==> src/rtl/cache_pkg.sv <==
// Shared geometry, typedefs and FSM encoding for the two-way write-back cache.
package cache_types;
  localparam int TAG_W    = 9;
  localparam int IDX_W    = 3;
  localparam int WORD_W   = 3;
  localparam int LINE_W   = 128;
  localparam int NUM_SETS = 8;
  localparam int NUM_WAYS = 2;

  typedef logic [TAG_W-1:0]  tag_t;
  typedef logic [IDX_W-1:0]  idx_t;
  typedef logic [LINE_W-1:0] line_t;

  typedef enum logic [1:0] {S_HIT, S_WRITEBACK, S_ALLOCATE} cache_state_t;
endpackage

==> src/rtl/cache_array.sv <==
// Per-set storage column: synchronous write, asynchronous read, optional reset.
module cache_array
  import cache_types::*;
#(
  parameter int WIDTH      = 1,
  parameter bit RESETTABLE = 1'b1
) (
  input  logic             clk,
  input  logic             reset,
  input  logic             load,
  input  idx_t             index,
  input  logic [WIDTH-1:0] datain,
  output logic [WIDTH-1:0] dataout
);
  logic [WIDTH-1:0] mem [NUM_SETS];

  generate
    if (RESETTABLE) begin : g_rst
      always_ff @(posedge clk) begin
        if (reset) begin
          for (int i = 0; i < NUM_SETS; i++) mem[i] <= '0;
        end else if (load) begin
          mem[index] <= datain;
        end
      end
    end else begin : g_norst
      always_ff @(posedge clk) begin
        if (load) mem[index] <= datain;
      end
    end
  endgenerate

  assign dataout = mem[index];
endmodule

==> src/rtl/cache.sv <==
// Two-way set-associative write-back/write-allocate cache, true-LRU, 16-bit CPU
// port over a 128-bit line memory port.
module cache
  import cache_types::*;
(
  input  logic        clk,
  input  logic        reset,
  input  logic        mem_read,
  input  logic        mem_write,
  input  logic [1:0]  mem_byte_enable,
  input  logic [15:0] mem_address,
  input  logic [15:0] mem_wdata,
  output logic [15:0] mem_rdata,
  output logic        mem_resp,
  output logic        pmem_read,
  output logic        pmem_write,
  output logic [15:0] pmem_address,
  output line_t       pmem_wdata,
  input  line_t       pmem_rdata,
  input  logic        pmem_resp
);
  cache_state_t state, next_state;

  tag_t              req_tag;
  idx_t              req_idx;
  logic [WORD_W-1:0] req_word;
  logic              req, addr_unused;
  assign req_tag     = mem_address[15:7];
  assign req_idx     = mem_address[6:4];
  assign req_word    = mem_address[3:1];
  assign addr_unused = mem_address[0];
  assign req         = mem_read | mem_write;

  // Miss target is latched so the fill lands correctly even if the request drops.
  tag_t miss_tag;
  idx_t miss_idx;
  logic miss_way, capture;

  idx_t idx;
  assign idx = (state == S_HIT) ? req_idx : miss_idx;

  logic  [NUM_WAYS-1:0] valid_out, dirty_out, hit;
  tag_t  [NUM_WAYS-1:0] tag_out;
  line_t [NUM_WAYS-1:0] data_out;
  logic  [NUM_WAYS-1:0] valid_ld, dirty_ld, tag_ld, data_ld;
  logic                 dirty_in, lru_out, lru_ld, lru_in;
  line_t                data_in, merged;

  generate
    for (genvar w = 0; w < NUM_WAYS; w++) begin : g_way
      cache_array #(.WIDTH(1)) u_valid (
        .clk(clk), .reset(reset), .load(valid_ld[w]), .index(idx),
        .datain(1'b1), .dataout(valid_out[w]));
      cache_array #(.WIDTH(1)) u_dirty (
        .clk(clk), .reset(reset), .load(dirty_ld[w]), .index(idx),
        .datain(dirty_in), .dataout(dirty_out[w]));
      cache_array #(.WIDTH(TAG_W)) u_tag (
        .clk(clk), .reset(reset), .load(tag_ld[w]), .index(idx),
        .datain(miss_tag), .dataout(tag_out[w]));
      cache_array #(.WIDTH(LINE_W), .RESETTABLE(1'b0)) u_data (
        .clk(clk), .reset(reset), .load(data_ld[w]), .index(idx),
        .datain(data_in), .dataout(data_out[w]));
      assign hit[w] = valid_out[w] && (tag_out[w] == req_tag);
    end
  endgenerate

  cache_array #(.WIDTH(1)) u_lru (
    .clk(clk), .reset(reset), .load(lru_ld), .index(idx),
    .datain(lru_in), .dataout(lru_out));

  logic hit_any, hit_way, victim;
  assign hit_any = |hit;
  assign hit_way = hit[1];
  assign victim  = !valid_out[0] ? 1'b0 : (!valid_out[1] ? 1'b1 : lru_out);

  always_comb begin
    merged = data_out[hit_way];
    if (mem_byte_enable[0]) merged[{req_word, 4'h0} +: 8] = mem_wdata[7:0];
    if (mem_byte_enable[1]) merged[{req_word, 4'h8} +: 8] = mem_wdata[15:8];
  end

  assign mem_rdata  = data_out[hit_way][{req_word, 4'h0} +: 16];
  assign pmem_wdata = data_out[miss_way];

  always_comb begin
    next_state   = state;
    mem_resp     = 1'b0;
    pmem_read    = 1'b0;
    pmem_write   = 1'b0;
    pmem_address = '0;
    valid_ld     = '0;
    dirty_ld     = '0;
    tag_ld       = '0;
    data_ld      = '0;
    dirty_in     = 1'b0;
    data_in      = pmem_rdata;
    lru_ld       = 1'b0;
    lru_in       = ~hit_way;
    capture      = 1'b0;
    case (state)
      S_HIT: begin
        if (req && hit_any) begin
          mem_resp = 1'b1;
          lru_ld   = 1'b1;
          if (mem_write) begin
            data_ld[hit_way]  = 1'b1;
            dirty_ld[hit_way] = 1'b1;
            dirty_in          = 1'b1;
            data_in           = merged;
          end
        end else if (req) begin
          capture    = 1'b1;
          next_state = (valid_out[victim] && dirty_out[victim]) ? S_WRITEBACK : S_ALLOCATE;
        end
      end
      S_WRITEBACK: begin
        pmem_write   = 1'b1;
        pmem_address = {tag_out[miss_way], miss_idx, 4'h0};
        if (pmem_resp) begin
          dirty_ld[miss_way] = 1'b1;
          next_state         = req ? S_ALLOCATE : S_HIT;
        end
      end
      S_ALLOCATE: begin
        pmem_read    = 1'b1;
        pmem_address = {miss_tag, miss_idx, 4'h0};
        if (pmem_resp) begin
          valid_ld[miss_way] = 1'b1;
          dirty_ld[miss_way] = 1'b1;
          tag_ld[miss_way]   = 1'b1;
          data_ld[miss_way]  = 1'b1;
          next_state         = S_HIT;
        end
      end
      default: next_state = S_HIT;
    endcase
  end

  always_ff @(posedge clk) begin
    if (reset) begin
      state    <= S_HIT;
      miss_tag <= '0;
      miss_idx <= '0;
      miss_way <= 1'b0;
    end else begin
      state <= next_state;
      if (capture) begin
        miss_tag <= req_tag;
        miss_idx <= req_idx;
        miss_way <= victim;
      end
    end
  end
endmodule

==> config.mk <==
export PLATFORM = sky130hd
export DESIGN_NAME = cache
export DESIGN_NICKNAME = d
export VERILOG_FILES = /design/src/rtl/cache_pkg.sv /design/src/rtl/cache_array.sv /design/src/rtl/cache.sv
export SDC_FILE = /design/constraint.sdc
export NUM_CORES = 2
export LEC_CHECK = 0
export BUFFER_PORTS_ARGS = -buffer_cell sky130_fd_sc_hd__buf_2
export CELL_PAD_IN_SITES_DETAIL_PLACEMENT = 0
export CELL_PAD_IN_SITES_GLOBAL_PLACEMENT = 2
export CORE_MARGIN = 5
export CORE_UTILIZATION = 48
export CTS_CLUSTER_SIZE = 8
export DETAILED_ROUTE_END_ITERATION = 8
export PLACE_DENSITY_LB_ADDON = 0.1
export SLEW_MARGIN = 5
export SYNTH_ARGS = -nofsm -noshare
export SYNTH_HDL_FRONTEND = slang
export SYNTH_HIERARCHICAL = 1
export SYNTH_SLANG_ARGS = --single-unit
export TNS_END_PERCENT = 30
==> constraint.sdc <==
create_clock -name clk -period 21 [get_ports clk]
set_input_delay 5.25 -clock clk [delete_from_list [all_inputs] [get_ports clk]]
set_output_delay 5.25 -clock clk [all_outputs]
set_load 0.02 [all_outputs]
=== Word level (Yosys, flattened, before mapping) ===
Memories as Yosys holds them, arrays and structs flattened.
Cells that the tools add are included.

* Bits of input ports: 167
* Bits in registers: 15
* Latch bits: 0
* Memory bits (writable): 2232
* Memory bits (read-only): 0
* Logic and storage cells: 142
* Output and inout bits: 163
* Memories kept: 9

{| class="wikitable"
|+ Memory list
! name !! words !! width !! rd ports !! clocked after memory_dff !! write ports !! RTL line !! text
|-
| g_way[0].u_data.mem || 8 || 128 || 1 || 0 || 1 || cache_array.sv:15 || <nowiki>logic [WIDTH-1:0] mem [NUM_SETS];</nowiki>
|-
| g_way[1].u_data.mem || 8 || 128 || 1 || 0 || 1 || cache_array.sv:15 ||
|-
| g_way[0].u_tag.mem || 8 || 9 || 1 || 0 || 8 || cache_array.sv:15 ||
|-
| g_way[1].u_tag.mem || 8 || 9 || 1 || 0 || 8 || cache_array.sv:15 ||
|-
| g_way[0].u_dirty.mem || 8 || 1 || 1 || 0 || 8 || cache_array.sv:15 ||
|-
| g_way[0].u_valid.mem || 8 || 1 || 1 || 0 || 8 || cache_array.sv:15 ||
|-
| 3 more memories || - || - || - || - || - || - ||
|}

* Order comparisons: 5
* Multiplexer cells: 90
* Bitwise operators: 2
* Divide/modulo/power cells: 0
* $mul: 0
* Shift operators: 5
* Add/subtract/negate cells: 2
* Reduce and logical (&&, ||, !) cells: 17
* Eq/ne operators: 8

{| class="wikitable"
|+ Operators with widths
! kind !! count
|-
| $mux 128 || 9
|-
| $bwmux 128 || 2
|-
| $shift 8x9->128 const A || 2
|-
| $shiftx 8x9->128 || 2
|-
| $shiftx 128x8->16 || 1
|-
| $mux 1 || 51
|-
| $mux 9 || 4
|-
| $pmux 16 s2 || 1
|-
| $mux 3 || 8
|-
| $mux 2 || 10
|-
| $eq 9x9->1 || 2
|-
| $neg 7->9 || 2
|-
| $reduce_or 9->1 || 2
|-
| $ne 2x2->1 const B || 4
|-
| $pmux 2 s2 || 2
|-
| $logic_and 1x1->1 || 6
|-
| $lt 1x2->1 const B || 3
|-
| $pmux 2 s3 || 1
|-
| $reduce_or 1->1 || 5
|-
| $reduce_and 4->1 || 1
|-
| $reduce_or 2->1 || 2
|-
| $demux 1 s1 || 2
|-
| $eq 2x1->1 const B || 1
|-
| $eq 2x2->1 const B || 1
|-
| other kinds (4) || 5
|}

=== Longest topological paths before layout ===
An unclocked memory read counts as a cell.

* Depth after elaboration: 17
* Gate-level depth with buffers: 21
* Mapped depth without buffers: 15

=== By module ===
Netlist, hierarchy kept.

{| class="wikitable"
|+ By module, submodules not included
! module !! instances !! area an instance (um^2) !! cells each !! seq. area each (um^2)
|-
| cache_array at g_way[0].u_data ... || 2 || 38699.6 || 1678 || 30749.5
|-
| cache || 1 || 8977.4 || 1289 || 300.3
|-
| cache_array at g_way[0].u_tag || 1 || 3413.3 || 225 || 2162.1
|-
| cache_array at g_way[1].u_tag || 1 || 3374.5 || 214 || 2162.1
|-
| cache_array at g_way[0].u_valid ... || 4 || 467.9 || 41 || 240.2
|-
| cache_array at g_way[0].u_dirty || 1 || 479.2 || 40 || 240.2
|}

=== Least setup slack after synthesis ===
OpenSTA, ideal clock, no wires.

* Path type: in2reg
* From: in mem_address[5]
* To: mem g_way[0].u_data/mem[0][0] (netlist name) (enable)
* Buffers on the path: 4
* Stages on the path: 14
* Setup time: 773 ps
* Arrival time: 16845 ps
* Data required time: 20227 ps
* Setup slack: 3382 ps
* Cells stage by stage: mux2_2 buf_2 clkbuf_1 mux4_2 o22a_1 xnor2_1 nand4_1 nor3_1 o211ai_1 clkbuf_1 buf_2 o22ai_1 nand2b_1 nor3_1

{| class="wikitable"
|+ RTL lines
! item !! RTL line !! text
|-
| start: declaration || cache.sv:11 || <nowiki>input logic [15:0] mem_address,</nowiki>
|-
| end: declaration || cache_array.sv:15 ||
|}

==> impl_metrics.toml <==
[setup_path]
crit_slowest_cell = "mux4_1"
critPathLaunchType = "input port"
arrival_ns = 11.25
crit_type = "in -> out"
cp_max_fo = 80
cp_cell_sequence = "buf_2 -> mux2_8 -> mux4_1 -> mux2_2 -> xnor2_1 -> nand4_1 -> nor3_4 -> buf_4 -> inv_8 -> buf_12 -> mux4_2 -> a22oi_1 -> nand2_1 -> buf_2"
slowest_delay_ns = 0.74
path_common_cell = "buf_2"
end_kind = "output port"
required_ns = 15.75

[die]
die_w_microns = 456
die_y_microns = 456
dieArea_sq_um = 208000
num_rows = 163
ios = 330
initial_utilization = 0.483
core_region_area_sq_um = 198000

[logic_synthesis]
syn_area_sq_um = 95500
synth_cell_types = 65
avgSynthCellArea_sq_um = 18.1
synthArstFlopShare = 0
synth-seq-cells = 2247
yosys_warnings = 6
synth_edf_count = 2232
ys.flop_type = "edfxtp_1"
synth_cells = 5288
synth-seq-area-share = 0.705

[layout]
layout_commonest_cell = "edfxtp_1"
fill_cells = 15400
area_delta_synth_final_pct = 14.2
final_cell_mix = "2232 x edfxtp_1, 622 x mux2_2, 429 x mux4_2, 409 x nand2_1, 335 x clkbuf_16"
multi_input_area_sq_um = 26600
fin_nets = 5966
fin_area_sq_um = 109000
utilization = 0.552
seq_area_sq_um = 67300
drive_gt1_frac = 0.342

[power]
ir_worst_vdd_mv = 0.0852
p_per_area_nw_per_um2 = 116
p_leak_nw = 36.0

[timing]
drv_slew = 0
slew_headroom = 0.135
hold_viol = 0
fin_crit_ns = 16.50
tightest_slew_ns = 1.30
period_share = 0.786
setup_ws_ns = 4.50
max_freq_ghz = 0.0606
setup_tns_ns = 0
rsz0062_at_grt = "false"
fin_worst_skew_ns = 0.0399
finalHoldWorstSlack_ns = 0.476
setup_viol = 0

[routing]
drt_drc_violations_left = 0
routedWlPerCell_microns = 35.9
drt_pass1_iterations = 8
drt-initial-drc-count = 5660
vias = 53700
ant_nets = 0
drt_wl_total_microns = 304000
via_per_inst = 6.34

[global_routing]
antenna_found_initial = 13
gr-usage-all-layers = 0.288
grt_max_degree = 118
grt_pass1_vias = 53900
met3_usage = 0.0457
gr-total-overflow = 0
grt_pass1_wl_microns = 423000
grt-busiest-layer = "met2"
gr-usage-met1 = 0.392
grtUsageMet2 = 0.468

[clocking]
cts_tree = "yes"
ctsHtreeMaxLevel = 5
cts-root-buf = "clkbuf_16"
cts-resized-gates = 0
post_cts.repair.setup_buffers = 0
hold_buffers = 0
cts.clk_slew.worst_paths_ns = 0.05
cts.sinks = 2247
cts_max_path_buffers = 4
clk_latency_ns = 0.93
cts_made_buffers = 331

[placement]
post-place-ws_ns = 4.60
gp_congestion = 0.812
numPortBuffers = 324
place_area_sq_um = 100000
dp_hpwl_microns = 177000

[status]
outcome = "completed"

[hold_path]
hold_class = "reg -> reg"

[flow_run]
drv_cap = 0
==> per-stage QoR <==
stage / instances / total power, mW
after floorplan: 5294 / 7.11
after global placement: 8095 / 8.18
after detailed placement: 8095 / 8.19
after CTS: 8469 / 12.8
after global routing: 8472 / 13.1
final: 8480 / 12.7
==> cells in the mapped netlist, drive strengths merged (5+ instances only) <==
cell type	instances	area, sq um
nor2	192	738
nor2b	24	150
a2bb2oi	8	70.1
ha	11	138
nor3	37	211
inv	23	86.3
a21o	69	518
nand2b	16	100
mux2i	14	140
edfxtp	2232	67000
mux4	441	9980
xnor2	18	158
nand4bb	5	56.3
or2	18	113
nand3	28	140
a31o	20	175
dfxtp	15	300
a21oi	93	465
mux2	631	7130
o21ai	70	350
a311oi	64	561
a221oi	5	43.8
o211ai	83	623
nand2	409	1540
buf	161	1060
a22oi	201	1510
clkbuf	183	689
o21bai	15	113
nand4	5	31.3
and2	150	938
nand3b	9	67.6
nand4b	6	52.6
==> kinds of logic (layout without fill, tap and decap cells) <==
kind of cell               count (synthesis)  count (layout)  share of synthesized area
DFF                                     2247            2247                      0.705
muxes                                   1086            1086                      0.181
and+or+nand+nor                          912             912                     0.0443
AOI/OAI and AO/OA                        643             643                     0.0477
buffers and inverters                    369             904                     0.0193
xor gates and xnor gates                  18              18                    0.00165
adders and majority gates                 11              11                    0.00144
other                                      2              19                  0.0000786
==> flip-flops by register name, indices dropped and copies added (netlist names) <==
| register | flops |
|---|---|
| u_lru/mem | 8 |
| miss_way | 1 |
| g_way.u_data/mem | 2048 |
| miss_tag | 9 |
| g_way.u_tag/mem | 144 |
| g_way.u_dirty/mem | 16 |
| g_way.u_valid/mem | 16 |
| state | 2 |
| miss_idx | 3 |
==> critical path, delay by kind of cell <==
family	cells	cell delay [ns]
compound gates	1	0.70
xor+xnor	1	0.14
buf+inv	5	1.57
mux	4	2.41
simple gates	3	0.88
==> per-layer routing <==
layer,part of all wire,vias to the layer above
met5,0.000056,-
met4,0.045,2
met3,0.063,487
li1,-,22200
met1,0.41,28800
met2,0.49,2222
==> worst paths after layout <==
path / startpoint / to / slack [ns] / cells after the start
worst max-delay path: mem_address[4] / mem_rdata[2] / 4.50 / 14
worst min-delay path: miss_idx[0] / miss_idx[0] / 0.48 / 2
worst max register to register: state[1] / g_way[0].u_data/mem[4][2] / 12.05 / 19
worst min register to register: miss_idx[0] / miss_idx[0] / 0.48 / 2
==> layout make-up <==
cell class                 count  share of cell area
multi-input combinational   2678               0.244
tap                         2640              0.0303
sequential                  2247               0.617
inverter                      25            0.000940
timing repair buffer         505              0.0289
clock buffer                 364              0.0778
clock inverter                10            0.000940
antenna                       11            0.000252
==> where the power goes <==
| part | switching [mW] | internal [mW] | leakage, nW | total [mW] |
|---|---|---|---|---|
| Sequential | 0.0424 | 5.05 | 20.4 | 5.09 |
| Clock | 1.78 | 2.80 | 4.21 | 4.58 |
| Combinational | 1.87 | 1.15 | 11.4 | 3.02 |
Power figures use the tool's default switching activity.
